$ cat config.mk
export PLATFORM = sky130hd
export DESIGN_NAME = fft_result_reader_flat
export DESIGN_NICKNAME = d
export VERILOG_FILES = /design/src/rtl/fft_result_reader_if.sv /design/src/rtl/fft_result_reader.sv /design/src/flat_wrapper.sv
export SDC_FILE = /design/constraint.sdc
export NUM_CORES = 1
export LEC_CHECK = 0
export CORE_MARGIN = 2
export CORE_UTILIZATION = 55
export CTS_CLUSTER_DIAMETER = 60
export DETAILED_ROUTE_END_ITERATION = 7
export PLACE_DENSITY = 0.92
export REMOVE_ABC_BUFFERS = 1
export SYNTH_ARGS = -nofsm -noshare
export SYNTH_HDL_FRONTEND = slang
export SYNTH_SLANG_ARGS = --single-unit
$ cat constraint.sdc
create_clock -name clk -period 4.6 [get_ports clk]
set_input_delay 0.92 -clock clk [delete_from_list [all_inputs] [get_ports clk]]
set_output_delay 0.92 -clock clk [all_outputs]
set_load 0.005 [all_outputs]
$ cat src/rtl/fft_result_reader_if.sv
// fft_result_reader_if: start control, RAM read port and result stream of the FFT read-out engine.
// Revision: 1.0
`default_nettype none

interface fft_result_reader_if #(
   parameter int DATA_WIDTH = 16,
   parameter int ADDR_WIDTH = 4
);
   logic                    start;
   logic [ADDR_WIDTH-1:0]   ram_rd_addr;
   logic                    ram_rd_en;
   logic [2*DATA_WIDTH-1:0] ram_rd_data;
   logic                    out_valid;
   logic                    out_ready;
   logic [2*DATA_WIDTH-1:0] out_data;
   logic [ADDR_WIDTH-1:0]   out_idx;
   logic                    out_last;
   logic                    busy;
   logic                    done;

   modport master (
      input  start, ram_rd_data, out_ready,
      output ram_rd_addr, ram_rd_en, out_valid, out_data, out_idx, out_last, busy, done
   );

   modport slave (
      output start, ram_rd_data, out_ready,
      input  ram_rd_addr, ram_rd_en, out_valid, out_data, out_idx, out_last, busy, done
   );
endinterface

`default_nettype wire

$ cat src/rtl/fft_result_reader.sv
// fft_result_reader: streams N FFT result words out of the data RAM through a 2-entry skid FIFO.
// Revision: 1.0
`default_nettype none

module fft_result_reader #(
   parameter int N           = 16,
   parameter int DATA_WIDTH  = 16,
   parameter int ADDR_WIDTH  = $clog2(N),
   parameter int BIT_REVERSE = 0
) (
   input  logic                 clk,
   input  logic                 rst,
   fft_result_reader_if.master  bus
);

   localparam logic [ADDR_WIDTH:0]   WORD_COUNT = (ADDR_WIDTH+1)'(N);
   localparam logic [ADDR_WIDTH-1:0] LAST_IDX   = ADDR_WIDTH'(N-1);

   typedef enum logic [1:0] {
      S_IDLE   = 2'd0,
      S_STREAM = 2'd1,
      S_DONE   = 2'd2
   } state_t;

   state_t                  state, state_nxt;
   logic [ADDR_WIDTH:0]     rd_idx;
   logic                    inflight;
   logic [ADDR_WIDTH-1:0]   inflight_idx;
   logic [2*DATA_WIDTH-1:0] fifo_data [2];
   logic [ADDR_WIDTH-1:0]   fifo_idx  [2];
   logic                    wr_ptr, rd_ptr;
   logic [1:0]              fifo_count;
   logic                    pop, push, issue;
   logic [2:0]              occupancy;
   logic [ADDR_WIDTH-1:0]   addr_nat, addr_ram;

   assign addr_nat = rd_idx[ADDR_WIDTH-1:0];

   generate
      if (BIT_REVERSE != 0) begin : g_rev
         for (genvar b = 0; b < ADDR_WIDTH; b++) begin : g_bit
            assign addr_ram[b] = addr_nat[ADDR_WIDTH-1-b];
         end
      end else begin : g_nat
         assign addr_ram = addr_nat;
      end
   endgenerate

   assign push = inflight;
   assign pop  = bus.out_valid & bus.out_ready;

   // Words already owed to the FIFO after this cycle's pop; one more read may be issued only below 2.
   assign occupancy = {1'b0, fifo_count} + {2'b00, inflight} - {2'b00, pop};

   always_comb begin
      state_nxt = state;
      issue     = 1'b0;
      case (state)
         S_IDLE: begin
            if (bus.start) state_nxt = S_STREAM;
         end
         S_STREAM: begin
            issue = (rd_idx < WORD_COUNT) && (occupancy < 3'd2);
            if (pop && (fifo_idx[rd_ptr] == LAST_IDX)) state_nxt = S_DONE;
         end
         S_DONE: begin
            state_nxt = S_IDLE;
         end
         default: begin
            state_nxt = S_IDLE;
         end
      endcase
   end

   always_ff @(posedge clk) begin
      if (rst) state <= S_IDLE;
      else     state <= state_nxt;
   end

   always_ff @(posedge clk) begin
      if (rst) begin
         rd_idx       <= '0;
         inflight     <= 1'b0;
         inflight_idx <= '0;
         wr_ptr       <= 1'b0;
         rd_ptr       <= 1'b0;
         fifo_count   <= 2'd0;
         fifo_data[0] <= '0;
         fifo_data[1] <= '0;
         fifo_idx[0]  <= '0;
         fifo_idx[1]  <= '0;
      end else begin
         if (state == S_IDLE && bus.start) rd_idx <= '0;
         else if (issue)                    rd_idx <= rd_idx + 1'b1;
         inflight <= issue;
         if (issue) inflight_idx <= addr_nat;
         // Bin index travels with the data so out_idx stays natural order regardless of RAM addressing.
         if (push) begin
            fifo_data[wr_ptr] <= bus.ram_rd_data;
            fifo_idx[wr_ptr]  <= inflight_idx;
            wr_ptr            <= ~wr_ptr;
         end
         if (pop) rd_ptr <= ~rd_ptr;
         fifo_count <= fifo_count + {1'b0, push} - {1'b0, pop};
      end
   end

   assign bus.ram_rd_addr = addr_ram;
   assign bus.ram_rd_en   = issue;
   assign bus.out_valid   = (fifo_count != 2'd0);
   assign bus.out_data    = fifo_data[rd_ptr];
   assign bus.out_idx     = fifo_idx[rd_ptr];
   assign bus.out_last    = bus.out_valid && (fifo_idx[rd_ptr] == LAST_IDX);
   assign bus.busy        = (state == S_STREAM);
   assign bus.done        = (state == S_DONE);

endmodule

`default_nettype wire

$ cat src/flat_wrapper.sv
// flat-port wrapper written by rule: the top's interface ports become plain ports
module fft_result_reader_flat 
#(
   parameter int N           = 16,
   parameter int DATA_WIDTH  = 16,
   parameter int ADDR_WIDTH  = $clog2(N),
   parameter int BIT_REVERSE = 0
)
  (clk, rst, bus_start, bus_ram_rd_data, bus_out_ready, bus_ram_rd_addr, bus_ram_rd_en, bus_out_valid, bus_out_data, bus_out_idx, bus_out_last, bus_busy, bus_done);
  fft_result_reader_if #(.DATA_WIDTH(DATA_WIDTH), .ADDR_WIDTH(ADDR_WIDTH)) bus_i ();
  input  logic clk;
  input  logic rst;
  input wire logic [$bits(bus_i.start)-1:0] bus_start;
  input wire logic [$bits(bus_i.ram_rd_data)-1:0] bus_ram_rd_data;
  input wire logic [$bits(bus_i.out_ready)-1:0] bus_out_ready;
  output wire logic [$bits(bus_i.ram_rd_addr)-1:0] bus_ram_rd_addr;
  output wire logic [$bits(bus_i.ram_rd_en)-1:0] bus_ram_rd_en;
  output wire logic [$bits(bus_i.out_valid)-1:0] bus_out_valid;
  output wire logic [$bits(bus_i.out_data)-1:0] bus_out_data;
  output wire logic [$bits(bus_i.out_idx)-1:0] bus_out_idx;
  output wire logic [$bits(bus_i.out_last)-1:0] bus_out_last;
  output wire logic [$bits(bus_i.busy)-1:0] bus_busy;
  output wire logic [$bits(bus_i.done)-1:0] bus_done;
  assign bus_i.start = bus_start;
  assign bus_i.ram_rd_data = bus_ram_rd_data;
  assign bus_i.out_ready = bus_out_ready;
  assign bus_ram_rd_addr = bus_i.ram_rd_addr;
  assign bus_ram_rd_en = bus_i.ram_rd_en;
  assign bus_out_valid = bus_i.out_valid;
  assign bus_out_data = bus_i.out_data;
  assign bus_out_idx = bus_i.out_idx;
  assign bus_out_last = bus_i.out_last;
  assign bus_busy = bus_i.busy;
  assign bus_done = bus_i.done;
  fft_result_reader #(.N(N), .DATA_WIDTH(DATA_WIDTH), .ADDR_WIDTH(ADDR_WIDTH), .BIT_REVERSE(BIT_REVERSE)) u_core (.clk(clk), .rst(rst), .bus(bus_i));
endmodule
## Word level (Yosys, flattened, before mapping)

Memory sizes are Yosys's and may differ from the RTL's. A register that Yosys moved wholly into a read port is not among the register bits.
Cells that the tools add are included.

| storage, ports and cells | value |
|---|---|
| bits in writable memories | 72 |
| memories | 2 |
| flip-flop bits (word level) | 16 |
| input port bits | 36 |
| logic and storage cells | 53 |
| output and inout bits | 45 |

| operators by class | value |
|---|---|
| order comparisons | 2 |
| reduce and logical (&&, ||, !) cells | 10 |
| add/sub/neg operators | 5 |
| equality and inequality tests | 5 |
| bitwise logic cells | 3 |
| muxes and demuxes | 19 |

Memories:

| name | depth | width | read ports | clocked after memory_dff | wr ports | line | source |
|---|---|---|---|---|---|---|---|
| u_core.fifo_data | 2 | 32 | 1 | 1 | 2 | fft_result_reader.sv:29 | `logic [2*DATA_WIDTH-1:0] fifo_data [2];` |
| u_core.fifo_idx | 2 | 4 | 1 | 1 | 2 | fft_result_reader.sv:30 | `logic [ADDR_WIDTH-1:0] fifo_idx [2];` |

Operators with widths:

| cell | number |
|---|---|
| 32-bit two-way mux | 1 |
| 32-bit OR reduction | 1 |
| 1-bit two-way mux | 14 |
| 5-bit by 1-bit adder with 5-bit output (second input constant) | 1 |
| 5-bit less-than comparator (second input constant) | 1 |
| 4-bit == test (second input constant) | 1 |
| 1-bit logical AND | 4 |
| 2-bit two-way mux | 2 |
| 4-bit two-way mux | 1 |
| 2-bit case mux with 2 select lines | 1 |
| 4-bit OR reduction | 1 |
| 2-bit by 1-bit adder with 3-bit output | 1 |
| 3-bit by 2-bit less-than comparator with 1-bit output (second input constant) | 1 |
| 3-bit by 1-bit subtractor with 3-bit output | 1 |
| 2-bit by 1-bit adder with 2-bit output | 1 |
| 2-bit by 1-bit == test with 1-bit output (second input constant) | 1 |
| 2-bit == test (second input constant) | 1 |
| 2-bit zero test | 1 |
| 2-bit by 1-bit != test with 1-bit output (second input constant) | 1 |
| 2-bit != test (second input constant) | 1 |
| 1-bit inverter | 2 |
| 2-bit AND reduction | 1 |
| 2-bit nonzero test | 1 |
| 2-bit OR reduction | 1 |
| 2 further kinds | 2 |

## Logic depth before layout (Yosys ltp)

| depth | value |
|---|---|
| word-level depth | 6 |
| mapped depth | 13 |
| depth with buffers taken out | 13 |

## Worst setup path after synthesis

Ideal clock, no wire load.

| timing | value |
|---|---|
| kind | input port to output port |
| start | in bus_out_ready |
| end | out bus_ram_rd_en |
| slack | 1.248 ns |
| arrival | 2.432 ns |
| stages | 9 |
| path buffers | 0 |
| cells stage by stage | nand2_1 inv_1 ha_1 inv_1 ha_1 fa_1 nor2_1 nand3b_4 clkinv_1 |

| on the way | value |
|---|---|
| longest elaborated chain between the ends | 5 |

Ends and longest elaborated chain:

| item | line | source |
|---|---|---|
| start: declaration | flat_wrapper.sv:15 | `input wire logic [$bits(bus_i.out_ready)-1:0] bus_out_ready;` |
| 1-bit AND | fft_result_reader.sv:50 | `assign pop = bus.out_valid & bus.out_ready;` |
| named net u_core.pop | fft_result_reader.sv:33 | `logic pop, push, issue;` |
| 3-bit by 1-bit subtractor with 3-bit output | fft_result_reader.sv:53 | `assign occupancy = {1'b0, fifo_count} + {2'b00, inflight} - {2'b00, pop};` |
| named net u_core.occupancy[1] | fft_result_reader.sv:34 | `logic [2:0] occupancy;` |
| 3-bit by 2-bit less-than comparator with 1-bit output | fft_result_reader.sv:63 | `issue = (rd_idx < WORD_COUNT) && (occupancy < 3'd2);` |
| 1-bit logical AND | fft_result_reader.sv:63 |  |
| 1-bit two-way mux | fft_result_reader.sv:58 | `case (state)` |
| end: declaration | flat_wrapper.sv:17 | `output wire logic [$bits(bus_i.ram_rd_en)-1:0] bus_ram_rd_en;` |

The timed path passes the listed nets, and every way through them passes these cells.

## Worst setup path in the final report

Ends and elaborated chain as after synthesis.

==> impl_metrics.json <==
{
  "areaGrowthSynthToFinish_pct": 29.85,
  "grt_pass1_wl_microns": 11300,
  "rrSetupSlack_ns": 1.95,
  "path_clk_slew_ns": 0.08,
  "antennaDiodeCount": 0,
  "dieArea_sq_um": 7690,
  "power.density_nw_per_um2": 449.2,
  "finish.net_count": 400,
  "endpoint_kind": "output pin",
  "hold_viol": 0,
  "cts_resized": 0,
  "grt_pass1_vias": 2395,
  "period_share_pct": 93.99,
  "clk_path_buf_depth": 2,
  "drc_errors": 0,
  "pwr-share-clk_pct": 30.6,
  "clock-sinks": 89,
  "setup_viol": 0,
  "htree_levels": 3,
  "ys_seq_area_share_pct": 64.96,
  "combPwrFrac_pct": 23.3,
  "clk-insertion-delay-late_ns": 0.35,
  "drv_cap": 0,
  "max-vdd-ir-drop_v": 0.0002828,
  "synth_top_area_share_pct": 56.12,
  "start_util_pct": 56.70,
  "grt_use_total_pct": 19.69,
  "synth.avg_cell_area_sq_um": 13.66,
  "period_minus_slack_ns": 4.323,
  "num_io_pins": 81,
  "cp-start-kind": "primary input",
  "tritoncts": "built",
  "placed_cell_area_sq_um": 4737,
  "leakagePower_nw": 1.870,
  "setup_tns_ns": 0,
  "path_max_fanout": 9,
  "yosys_warnings": 0,
  "final_cell_count_no_fill": 461,
  "drive_above_1_share_pct": 16.99,
  "die_y_microns": 87.69,
  "netlist_area_sq_um": 3852,
  "drv_slew": 0,
  "grt_max_degree": 39,
  "avgViaCountPerCell": 5.041,
  "relSlewSlack_pct": 24.53,
  "port-buffer-count": 80,
  "routedWlPerCell_microns": 15.80,
  "synthCells": 282,
  "worst_slew_pin_slew_ns": 1.128,
  "yosys.area.top_type": "edfxtp_1",
  "timing.fmax_mhz": 231.3,
  "drt_iter0_drc": 114,
  "worst-setup-path-type": "primary input to output pin",
  "synthArstFlopShare_pct": 0,
  "synthTopCellsByCount": "and2_1, edfxtp_1, mux2_2",
  "synthTopCellsByArea": "edfxtp_1, and2_1, mux2_2",
  "synth-main-ff-cell": "edfxtp_1",
  "rsz0062_at_grt": "no",
  "p_seq_share_pct": 46.1,
  "hold_path_class": "register to register",
  "switching_share_pct": 23.46,
  "wl_microns": 7286,
  "cts_made_buffers": 9,
  "antenna_found_initial": 0,
  "final_cell_area_sq_um": 5002,
  "die_w_microns": 87.69,
  "power.switching_mw": 0.5273,
  "cp.arrival_ns": 3.40,
  "rows": 30,
  "root_buffer": "clkbuf_8",
  "required_ns": 3.68,
  "ctsHoldBuffers": 0,
  "intPower_mw": 1.720,
  "cts_setup_buffers": 0,
  "first_pass_iters": 4,
  "gp_congestion": 0.7616,
  "ant_nets": 0,
  "core_sq_um": 6794,
  "synth_edf_count": 72,
  "status": "finished, final reports clean",
  "fill_cells": 447,
  "clock_skew_ns": 0.008743,
  "place_hpwl_microns": 4680,
  "num_vias": 2324,
  "place_inst": 445,
  "yosysUniqueCellTypes": 34,
  "ys_seq_elements": 89,
  "gr-total-overflow": 0
}
-- cell families after synthesis --
| group | after synthesis | synth area share, % |
|---|---|---|
| buffers and inverters | 24 | 2.858 |
| XOR/XNOR | 5 | 1.137 |
| AO/OA/AOI/OAI | 13 | 2.014 |
| flip-flops | 89 | 64.96 |
| AND/OR/NAND/NOR | 112 | 17.31 |
| multiplexers | 35 | 10.23 |
| adder cells (fa/ha/maj) | 4 | 1.494 |
-- area by class of cell --
cell class	instances	area (sq um)	area share, %
multi-input combinational	169	1264	25.26
clock inverter	7	141.4	2.826
tap	96	120.1	2.401
sequential	89	2504	50.05
timing repair buffer	82	815.8	16.31
inverter	9	33.78	0.6753
clock buffer	9	123.9	2.476
-- metrics by stage --
step                total power, mW  util (%)  hold WS [ns]  setup slack, ns
floorplan                     1.273         -        0.4341            1.248
global placement              1.560     69.72        0.4512           0.3419
detailed placement            1.581     69.72        0.4571           0.2927
CTS                           2.265     73.63        0.4699           0.2663
global route                  2.347     73.63        0.5119           0.1447
finish                        2.247     73.63        0.4660           0.2765
-- sequential cells by signal, indices dropped and copies added, names as in the netlist, named ones only --
name / cells
u_core.fifo_data: 64
u_core.fifo_idx: 8
u_core.rd_idx: 5
u_core.inflight_idx: 4
u_core.fifo_count: 2
u_core.state: 2
u_core.inflight: 1
u_core.rd_ptr: 1
u_core.wr_ptr: 1
-- per-layer routing --
| metal | GRT usage [%] | vias up | part of all wire, % |
|---|---|---|---|
| li1 | - | 1123 | - |
| met1 | 23.76 | 1120 | 41 |
| met4 | 9.650 | 0 | 2.1 |
| met5 | 0 | - | 0 |
| met3 | 5.467 | 15 | 5.7 |
| met2 | 32.64 | 66 | 51 |
-- cell usage in the layout (no fill, tap or decap), types with 2 or more instances in the layout --
cell type,instances
mux2_2,35
bufinv_16,4
and2_1,72
nor2b_1,3
inv_1,7
o21ai_0,2
buf_4,2
clkbuf_8,9
ha_1,3
xnor2_1,4
dfxtp_1,16
edfxtp_1,72
clkinv_1,2
nor2_1,11
nand3_1,2
clkdlybuf4s50_1,80
or2_2,2
nand2_1,13
a21oi_1,7
-- worst max-delay path, stage by stage --
cell	delay [ns]
clkdlybuf4s50_1	0.39
nand2_1	0.13
inv_1	0.07
ha_1	0.27
inv_1	0.04
ha_1	0.18
fa_1	0.44
nor2_1	0.22
nand3b_4	0.16
clkinv_1	0.09
clkdlybuf4s50_1	0.49
-- worst paths after layout --
check	cells past startpoint	endpoint	from
worst max-delay path	11	bus_ram_rd_en	bus_out_ready
worst min-delay path	2	u_core.inflight_idx[1]$_SDFFE_PP0P_	u_core.inflight_idx[1]$_SDFFE_PP0P_
worst max register to register	12	u_core.rd_idx[3]$_SDFFE_PP0P_	u_core.fifo_count[1]$_SDFF_PP0_
worst min register to register	2	u_core.inflight_idx[1]$_SDFFE_PP0P_	u_core.inflight_idx[1]$_SDFFE_PP0P_
-- power by group through the flow --
| stage | Sequential, mW | Clock, mW | Combinational (mW) |
|---|---|---|---|
| CTS | 1.04 | 0.695 | 0.532 |
| detailed placement | 1.06 | 0 | 0.525 |
| global placement | 1.05 | 0 | 0.513 |
| global route | 1.05 | 0.731 | 0.569 |
| floorplan | 1.03 | 0 | 0.245 |
| finish | 1.04 | 0.688 | 0.523 |
No activity file was read; power rests on OpenSTA's default activity.
